===== config.mk =====
export PLATFORM = sky130hd
export DESIGN_NAME = soml_metric_argmin
export DESIGN_NICKNAME = d
export VERILOG_FILES = /design/src/rtl/soml_pkg.sv /design/src/rtl/soml_sq_stage.sv /design/src/rtl/soml_metric_argmin.sv
export SDC_FILE = /design/constraint.sdc
export NUM_CORES = 1
export LEC_CHECK = 0
export CAP_MARGIN = 15
export CORE_MARGIN = 1
export CORE_UTILIZATION = 36
export CTS_CLUSTER_SIZE = 12
export DETAILED_ROUTE_END_ITERATION = 12
export PLACE_DENSITY = 0.6
export SLEW_MARGIN = 25
export SYNTH_ARGS = -nofsm -noshare
export SYNTH_HDL_FRONTEND = slang
export SYNTH_HIERARCHICAL = 1
export SYNTH_SLANG_ARGS = --single-unit

===== constraint.sdc =====
create_clock -name clk -period 3.08 [get_ports clk]
set_input_delay 0.462 -clock clk [delete_from_list [all_inputs] [get_ports clk]]
set_output_delay 0.462 -clock clk [all_outputs]
set_load 0.02 [all_outputs]

===== src/rtl/soml_pkg.sv =====
// rtl/soml_pkg.sv - shared constants and FSM state type for the SOML metric/argmin block
package soml_pkg;

    localparam int DATA_W    = 16;
    localparam int FRAC      = 8;
    localparam int ACC_W_MAX = 64;

    // All-ones saturation value; the top slices it down to its own ACC_W.
    localparam logic [ACC_W_MAX-1:0] ACC_MAX = '1;

    typedef enum logic [1:0] {
        IDLE,
        ACCUM,
        COMPARE,
        DONE
    } state_t;

endpackage


===== src/rtl/soml_sq_stage.sv =====
// rtl/soml_sq_stage.sv - registered square stage: sq = (x*x) >> FRAC with valid/last
module soml_sq_stage
    import soml_pkg::*;
#(
    parameter int DW = DATA_W,
    parameter int FW = FRAC
) (
    input  logic                  clk,
    input  logic                  rst,
    input  logic                  flush_i,
    input  logic                  in_valid_i,
    input  logic                  in_last_i,
    input  logic [DW-1:0]         in_r_i,
    output logic                  sq_valid_o,
    output logic                  sq_last_o,
    output logic [2*DW-FW-1:0]    sq_o
);

    logic signed [2*DW-1:0] in_ext;
    logic signed [2*DW-1:0] prod;
    logic                   prod_lo_unused;

    assign in_ext         = {{DW{in_r_i[DW-1]}}, in_r_i};
    assign prod           = in_ext * in_ext;
    assign prod_lo_unused = ^prod[FW-1:0];

    always_ff @(posedge clk or posedge rst) begin
        if (rst) begin
            sq_valid_o <= 1'b0;
            sq_last_o  <= 1'b0;
            sq_o       <= '0;
        end else if (flush_i) begin
            sq_valid_o <= 1'b0;
            sq_last_o  <= 1'b0;
            sq_o       <= '0;
        end else begin
            sq_valid_o <= in_valid_i;
            sq_last_o  <= in_valid_i & in_last_i;
            sq_o       <= prod[2*DW-1:FW];
        end
    end

endmodule


===== src/rtl/soml_metric_argmin.sv =====
// rtl/soml_metric_argmin.sv - per-candidate squared metric accumulation and argmin search; SOML_TIE_LAST_EN makes ties pick the later candidate
module soml_metric_argmin
    import soml_pkg::*;
#(
    parameter int DATA_W   = soml_pkg::DATA_W,
    parameter int FRAC     = soml_pkg::FRAC,
    parameter int NUM_CAND = 16,
    parameter int IDX_W    = 4,
    parameter int ACC_W    = 32
) (
    input  logic               clk,
    input  logic               rst,
    input  logic               start,
    input  logic               in_valid,
    input  logic               in_last,
    input  logic [DATA_W-1:0]  in_r,
    output logic               in_ready,
    output logic               busy,
    output logic               done,
    output logic [IDX_W-1:0]   best_idx,
    output logic [ACC_W-1:0]   best_metric,
    output logic [IDX_W-1:0]   cand_cnt
);

    localparam int SQ_W  = 2*DATA_W - FRAC;
    localparam int SUM_W = ((ACC_W > SQ_W) ? ACC_W : SQ_W) + 1;
    localparam logic [ACC_W-1:0] ACC_SAT  = ACC_MAX[ACC_W-1:0];
    localparam logic [IDX_W-1:0] LAST_IDX = IDX_W'(NUM_CAND - 1);

    state_t             state_q;
    logic               in_ready_q, busy_q, done_q;
    logic [IDX_W-1:0]   cand_q, best_idx_q;
    logic [ACC_W-1:0]   acc_q, acc_d, best_metric_q;
    logic [SUM_W-1:0]   acc_sum;
    logic               accept, sq_valid, sq_last, better;
    logic [SQ_W-1:0]    sq;

    assign accept = in_valid & in_ready_q;

    soml_sq_stage #(
        .DW (DATA_W),
        .FW (FRAC)
    ) u_sq (
        .clk        (clk),
        .rst        (rst),
        .flush_i    (start),
        .in_valid_i (accept),
        .in_last_i  (in_last),
        .in_r_i     (in_r),
        .sq_valid_o (sq_valid),
        .sq_last_o  (sq_last),
        .sq_o       (sq)
    );

    // Sum is one bit wider than either operand so saturation never sees a wrapped value.
    assign acc_sum = SUM_W'(acc_q) + SUM_W'(sq);
    assign acc_d   = (acc_sum > SUM_W'(ACC_SAT)) ? ACC_SAT : acc_sum[ACC_W-1:0];

`ifdef SOML_TIE_LAST_EN
    assign better = (acc_q <= best_metric_q);
`else
    assign better = (acc_q < best_metric_q);
`endif

    always_ff @(posedge clk or posedge rst) begin
        if (rst) begin
            state_q       <= IDLE;
            in_ready_q    <= 1'b0;
            busy_q        <= 1'b0;
            done_q        <= 1'b0;
            cand_q        <= '0;
            best_idx_q    <= '0;
            best_metric_q <= '0;
            acc_q         <= '0;
        end else if (start) begin
            state_q       <= ACCUM;
            in_ready_q    <= 1'b1;
            busy_q        <= 1'b1;
            done_q        <= 1'b0;
            cand_q        <= '0;
            best_idx_q    <= '0;
            best_metric_q <= '0;
            acc_q         <= '0;
        end else begin
            done_q <= 1'b0;
            case (state_q)
                IDLE: begin
                end
                ACCUM: begin
                    if (sq_valid) begin
                        acc_q <= acc_d;
                    end
                    if (sq_valid && sq_last) begin
                        state_q    <= COMPARE;
                        in_ready_q <= 1'b0;
                    end else if (accept && in_last) begin
                        in_ready_q <= 1'b0;
                    end
                end
                COMPARE: begin
                    if (cand_q == '0 || better) begin
                        best_idx_q    <= cand_q;
                        best_metric_q <= acc_q;
                    end
                    acc_q <= '0;
                    if (cand_q == LAST_IDX) begin
                        state_q <= DONE;
                        done_q  <= 1'b1;
                    end else begin
                        state_q    <= ACCUM;
                        cand_q     <= cand_q + 1'b1;
                        in_ready_q <= 1'b1;
                    end
                end
                DONE: begin
                    state_q <= IDLE;
                    busy_q  <= 1'b0;
                end
                default: state_q <= IDLE;
            endcase
        end
    end

    assign in_ready    = in_ready_q;
    assign busy        = busy_q;
    assign done        = done_q;
    assign best_idx    = best_idx_q;
    assign best_metric = best_metric_q;
    assign cand_cnt    = cand_q;

endmodule

==> summary.txt, run 1 <==
==============================================================================
Primary flip-flop cell chosen by synthesis mapping                     dfrtp_1
Final core occ                                                           0.480
Routed wire length per instance                                        14.8 um
Slew Limit Fails                                                             0
Global-route wire length before repair                                60100 um
Number of detailed-routing iterations run before antenna repair              7
Relative max-transition margin                                           0.339
Number of buffers on the longest clock path                                  2
HPWL after detailed placement                                         29000 um
Via count normalized by instance count                                    4.74
Run status                                                        finished with violations
Final Hold Viols                                                             0
Via count of the first global-routing pass                               12300
Vertical extent of the die                                              204 um
Area of the placeable core                                         40000 sq um
Number of I/O port buffers                                                  63
Top cell family by delay on the critical path                      adder cells
Violation count after the first detailed-routing iteration                 445
Clock root buffer master                                             clkbuf_16
Final weighted congestion in routability-driven placement                0.894
Part of the cycle the worst path needs                                    1.89
CP Capture Type                                                           flop
Initial antenna violation count                                              0
Number of hold buffers added after cts                                       0
Layout cells sized above 1                                               0.256
Fin Hold WS                                                           0.493 ns
Synthesized net count                                                     1988
Post-DRT Antenna Nets                                                        0
Largest net degree at the start of global routing                           63
Most frequent cell on the critical path                                   fa_1
Via count                                                                11500
Die footprint                                                      41700 sq um
Seq cells post-synth                                                       103
Row cnt                                                                     73
Violated checks                                                   setup timing
Post-route setup TNS                                                 -55.64 ns
Die Width                                                               204 um
Achievable Freq                                                      0.172 GHz
Worst hold-check path type                                              in2reg
Final setup viols                                                           24
Number of enable-type register cells in the synthesized netlist              0
Starting utilization of the core area                                    0.368
Area grow syn2layout                                                     30.5%
Critical path start-end classification                                  in2reg
Filler cell count in the final layout                                     3757
Worst clock skew                                                    0.00890 ns
Share of flip-flops with an asynchronous set or reset                     1.00
Slack of the critical path                                            -2.74 ns
Synth warn                                                                   6
Largest stage delay on the critical path                               0.61 ns
Netlist area before placement                                      14700 sq um
Clock-pin slew on the worst setup and hold paths                       0.07 ns
H-tree depth                                                                 3
Critical Path RT                                                       3.28 ns
Clock buffers created by TritonCTS                                           9
CTS Sinks                                                                  103
CP cell instances                                                 buf_2 > buf_12 > nand2b_1 > fa_1 > inv_2 > fa_1 > fa_1 > fa_1 > fa_1 > inv_1 > fa_1 > inv_2 > ha_4 > a21oi_2 > o21ai_2 > o31a_1 > a2111o_1 > a311oi_4 > o21bai_1 > xnor2_1 > nor2_1
Number of max-cap violations                                                 0
TritonCTS clock tree                                                      done
WP data arrival                                                        6.03 ns
Ports                                                                       64
Remaining global-route overflow                                              0
Overall fraction of global-route tracks in use                           0.178
CP startpoint kind                                                   input pin
Total Nets Final                                                          2290
Number of standard cells after synthesis                                  1586
Aggregate routed wire length                                          35700 um
Pin slew with the least headroom to its limit                         0.988 ns
Unrepaired setup endpoints after global routing                            yes
Clock latency reported for the late side of the worst-skew pair        0.34 ns
DRC                                                                          0
Unique cell type count in the Yosys netlist                                 65
Bufs and invs on worst path                                                  5
Final min period                                                       5.82 ns
# diodes                                                                     0
Mean post-synth cell area                                           9.28 sq um
Worst path slowest cell                                                   fa_1
Sequential share of the synthesized area                                 0.175
Largest fanout on the critical path                                          9
==============================================================================
kinds of logic (layout without fill, tap and decap cells):
logic type               Yosys count  after routing  share of synthesized area
adder cells (fa/ha/maj)          381            381                      0.443
AND/OR/NAND/NOR                  390            390                      0.122
buffers and inverters            415            719                      0.107
AO/OA/AOI/OAI                    203            203                     0.0935
flip-flops                       103            103                      0.175
XOR/XNOR                          56             56                     0.0333
multiplexers                      38             38                     0.0259
final timing paths:
kind	from	end	slack [ns]	depth (start not counted)
max	in_r[4]	u_sq/sq_o[22]	-2.74	21
min reg2reg	best_idx[3]	best_idx[3]	0.51	1
min	start	best_metric[23]	0.49	2
max reg2reg	acc_q[2]	acc_q[28]	0.14	11
max in group asynchronous	rst	best_idx[0]	1.85	3
min in group asynchronous	rst	u_sq/sq_last_o	0.54	3
placed cells by master, fill, tap and decap left out, drive strengths merged, types with 4 or more instances in the layout:
cell type,count
nor2b,13
xnor2,42
inv,369
nor3,21
o21ai,44
and3,10
nand2,139
a21oi,54
a21o,28
clkdlybuf4s50,46
a211o,5
and4,4
nand2b,8
o2bb2ai,4
o21a,17
a31oi,7
and2,37
or2,4
nor2,122
dfrtp,103
clkbuf,11
nand3,8
xor2,14
a31o,6
mux2i,37
buf,288
a221o,4
ha,147
nand4,11
fa,234
flip-flops by register name (all words and copies together), names as in the netlist, 2 cells and up:
signal       cells
acc_q           32
best_idx         4
state_q          2
cand_cnt         4
best_metric     32
u_sq/sq_o       24
layout make-up:
type | instances | area, sq um | area share
Multi-Input combinational cell | 1068 | 11300 | 0.591
Timing Repair Buffer | 335 | 2970 | 0.155
Sequential cell | 103 | 2580 | 0.134
Inverter | 371 | 1400 | 0.0729
Tap cell | 525 | 657 | 0.0342
Clock buffer | 10 | 239 | 0.0124
Clock inverter | 3 | 22.5 | 0.00117
stage by stage:
stage,setup WS (ns),cell area (sq um),std cells
after floorplan,-2.80,15300,1586
after global placement,-3.57,17900,2348
after detailed placement,-3.65,17900,2348
after CTS,-2.77,18900,2404
after global routing,-2.95,19200,2415
final,-2.74,19200,2415
what timing repair did:
item                                   CTS  global route
setup endpoints to repair               24            43
pin swaps                               69            68
endpoints found under the hold margin    0             0
gates resized for setup                168            87
cloned                                   2             0
setup buffers                           42            18
cell usage after synthesis (all sizes together) (17+ instances only):
| cell | instances | share of area |
|---|---|---|
| fa | 234 | 0.32 |
| a21o | 28 | 0.014 |
| o21ai | 44 | 0.015 |
| dfrtp | 103 | 0.18 |
| mux2i | 37 | 0.025 |
| o21a | 17 | 0.0087 |
| and2 | 37 | 0.016 |
| nand2 | 139 | 0.035 |
| xnor2 | 42 | 0.025 |
| inv | 370 | 0.094 |
| ha | 147 | 0.12 |
| nor3 | 21 | 0.0071 |
| nor2 | 122 | 0.031 |
| a21oi | 54 | 0.019 |
| clkbuf | 38 | 0.0097 |
per-layer routing:
metal | GRT usage | up-vias | part of all wire
li1 | - | 5550 | -
met1 | 0.237 | 5636 | 0.46
met2 | 0.307 | 224 | 0.48
met3 | 0.0159 | 49 | 0.031
met4 | 0.0514 | 0 | 0.023
met5 | 0 | - | 0
Power of run 1 is left out: the tool's default activity adds up to more than one toggle a clock period on the data nets, which glitch-free logic cannot reach.
==> inputs of run 2 (changes only) <==
--- a/config.mk
+++ b/config.mk
@@ -14,5 +14,4 @@
 export SLEW_MARGIN = 25
 export SYNTH_ARGS = -nofsm -noshare
 export SYNTH_HDL_FRONTEND = slang
-export SYNTH_HIERARCHICAL = 1
 export SYNTH_SLANG_ARGS = --single-unit
==> summary.txt, run 2 <==
================================================================================
Via count of the first global-routing pass                                 12000
Most frequent cell on the critical path                                     fa_1
TritonCTS clock tree                                                        done
Routed wire length per instance                                          14.1 um
H-tree depth                                                                   3
Aggregate routed wire length                                            34400 um
HPWL after detailed placement                                           27700 um
Largest stage delay on the critical path                                 0.60 ns
Largest net degree at the start of global routing                            104
Number of max-cap violations                                                   0
Synthesized net count                                                       2020
Critical Path RT                                                         3.36 ns
Instance count along the most critical hold path                               2
Die footprint                                                        42000 sq um
Most common cell after layout, fill and taps aside                         inv_1
CP cell instances                                                   buf_8 > buf_6 > and2_4 > fa_2 > buf_4 > fa_1 > fa_2 > fa_1 > fa_1 > inv_1 > fa_1 > inv_2 > ha_4 > buf_4 > nand3_4 > nor3_2 > nand4b_1 > nand3_2 > a2111oi_4 > buf_4 > buf_6 > or3_1 > a21oi_2
Part of the cycle the worst path needs                                      1.86
Layout cells sized above 1                                                 0.270
Ports                                                                         64
Die Width                                                                 205 um
Via count                                                                  11400
Pin slew with the least headroom to its limit                           0.756 ns
Area grow syn2layout                                                       32.1%
Final min period                                                         5.74 ns
Final weighted congestion in routability-driven placement                  0.875
Commonest cells post-synth                                          inv_1 (375), fa_1 (234), nand2_1 (214)
Worst clock skew                                                       0.0125 ns
Reg-to-reg slack, setup                                                  0.11 ns
Relative max-transition margin                                             0.495
Achievable Freq                                                        0.174 GHz
# diodes                                                                       0
Primary flip-flop cell chosen by synthesis mapping                       dfrtp_1
Worst path slowest cell                                                     fa_2
CP startpoint kind                                                     input pin
Clock latency reported for the late side of the worst-skew pair          0.35 ns
Cell taking the most area after synthesis                                   fa_1
Sequential share of the synthesized area                                   0.174
Initial antenna violation count                                                0
Worst hold-check path type                                               reg2reg
Hold EP                                                               state_q[1]
Filler cell count in the final layout                                       3642
Remaining global-route overflow                                                0
Vertical extent of the die                                                205 um
CP Capture Type                                                             flop
Final setup viols                                                             24
Synth warn                                                                     0
Netlist area before placement                                        14800 sq um
DRC                                                                            0
Violated checks                                                     setup timing
WP data arrival                                                          6.03 ns
Seq cells post-synth                                                         103
Mean post-synth cell area                                             9.16 sq um
Worst hold start                                                    u_sq.sq_last_o
Number of detailed-routing iterations run before antenna repair                4
Clock root buffer master                                               clkbuf_16
Number of standard cells after synthesis                                    1617
Run status                                                          finished with violations
Total Nets Final                                                            2317
Final Hold Viols                                                               0
Global-route wire length before repair                                  58900 um
Area of the placeable core                                           40200 sq um
Largest fanout on the critical path                                            6
R2R Path End                                                           acc_q[29]
CTS Sinks                                                                    103
Clock buffers created by TritonCTS                                             9
Overall fraction of global-route tracks in use                             0.173
Starting utilization of the core area                                      0.369
Clock-pin slew on the worst setup and hold paths                         0.07 ns
Violation count after the first detailed-routing iteration                   450
Row cnt                                                                       73
Via count normalized by instance count                                      4.67
Number of hold buffers added after cts                                         0
Post-DRT Antenna Nets                                                          0
Number of I/O port buffers                                                    63
Largest cells by area after synthesis                               fa_1 (32%), dfrtp_1 (17%), ha_1 (12%), inv_1 (9.5%), nand2_1 (5.4%)
Unrepaired setup endpoints after global routing                              yes
Unique cell type count in the Yosys netlist                                   68
R2R cell count                                                                10
Number of enable-type register cells in the synthesized netlist                0
Post-placement setup slack                                              -3.63 ns
Slack of the critical path                                              -2.66 ns
Number of buffers on the longest clock path                                    2
Top-count cell post-synth                                                  inv_1
Source of the worst register-to-register timing path                    acc_q[3]
Critical path start-end classification                                    in2reg
Fraction of post-synthesis cell area in the top cell type by area          0.316
Top library cells by usage in the layout, fill and taps aside       inv_1 (328), buf_4 (211), fa_1 (204), nand2_1 (198), ha_1 (121)
Slew Limit Fails                                                               0
Share of flip-flops with an asynchronous set or reset                       1.00
================================================================================
-- run 2: cell types whose count changed after synthesis, sizes merged, moves of 4 or more --
cell	change
a2111oi	+5
a211oi	+5
clkbuf	+4
inv	+6
nand2	+75
nand3	+9
nor2	-54
nor2b	-5
nor3	-6
nor3b	+4
o21a	-8
o21bai	+4
-- run 2: cell type report --
type / count / area [sq um] / area share
Multi-Input combinational cell: 1087 / 11500 / 0.590
Timing Repair Buffer: 335 / 3110 / 0.159
Clock buffer: 10 / 229 / 0.0117
Tap cell: 525 / 657 / 0.0336
Clock inverter: 4 / 25.0 / 0.00128
Sequential cell: 103 / 2580 / 0.132
Inverter: 378 / 1430 / 0.0731
-- run 2: cell families (layout without fill, tap and decap cells) --
kind of cell | Yosys count | in the layout | synth area share
fa+ha+maj | 382 | 382 | 0.441
flops | 103 | 103 | 0.174
buf+inv | 427 | 727 | 0.109
mux | 38 | 38 | 0.0258
xor+xnor | 55 | 55 | 0.0325
compound gates | 205 | 205 | 0.0941
simple gates | 407 | 407 | 0.124
-- run 2: how the worst max path moves through the flow --
stage                        start            end  slack, ns
after floorplan            in_r[1]  u_sq.sq_o[23]      -2.81
after CTS                 in_r[15]  u_sq.sq_o[23]      -2.82
after global placement    in_r[11]  u_sq.sq_o[23]      -3.56
final                     in_r[15]  u_sq.sq_o[20]      -2.66
after global routing      in_r[15]  u_sq.sq_o[23]      -2.84
after detailed placement  in_r[14]  u_sq.sq_o[23]      -3.63
-- run 2: critical path: cells and delay by family --
family | cells | cell delay (ns)
AO/OA/AOI/OAI | 2 | 0.21
adder cells (fa/ha/maj) | 7 | 3.32
AND/OR/NAND/NOR | 6 | 1.15
buffers and inverters | 8 | 0.86
-- run 2: timing repair --
item	CTS	global route
cloned	4	0
setup endpoints to repair	24	54
buffers inserted	46	23
pin swaps	126	104
gates resized for setup	234	97
hold endpoints to repair	0	0
-- run 2: routing by layer --
metal	vias up	global-route usage	routed length [um]
met2	174	0.297	16500
met5	-	0	0
met4	0	0.0349	417
met1	5558	0.239	16500
met3	19	0.0129	1040
li1	5650	-	-
-- run 2: through the flow --
stage	util	TNS, ns	hold slack (ns)	cell area, sq um	instances
CTS	0.476	-55.69	0.476	19100	2426
global route	0.487	-59.99	0.503	19600	2442
global placement	0.444	-75.01	0.457	17800	2364
detailed placement	0.444	-76.56	0.460	17800	2364
floorplan	-	-52.94	0.447	15100	1617
finish	0.487	-55.98	0.477	19600	2442
Power of run 2 is left out for the same reason.
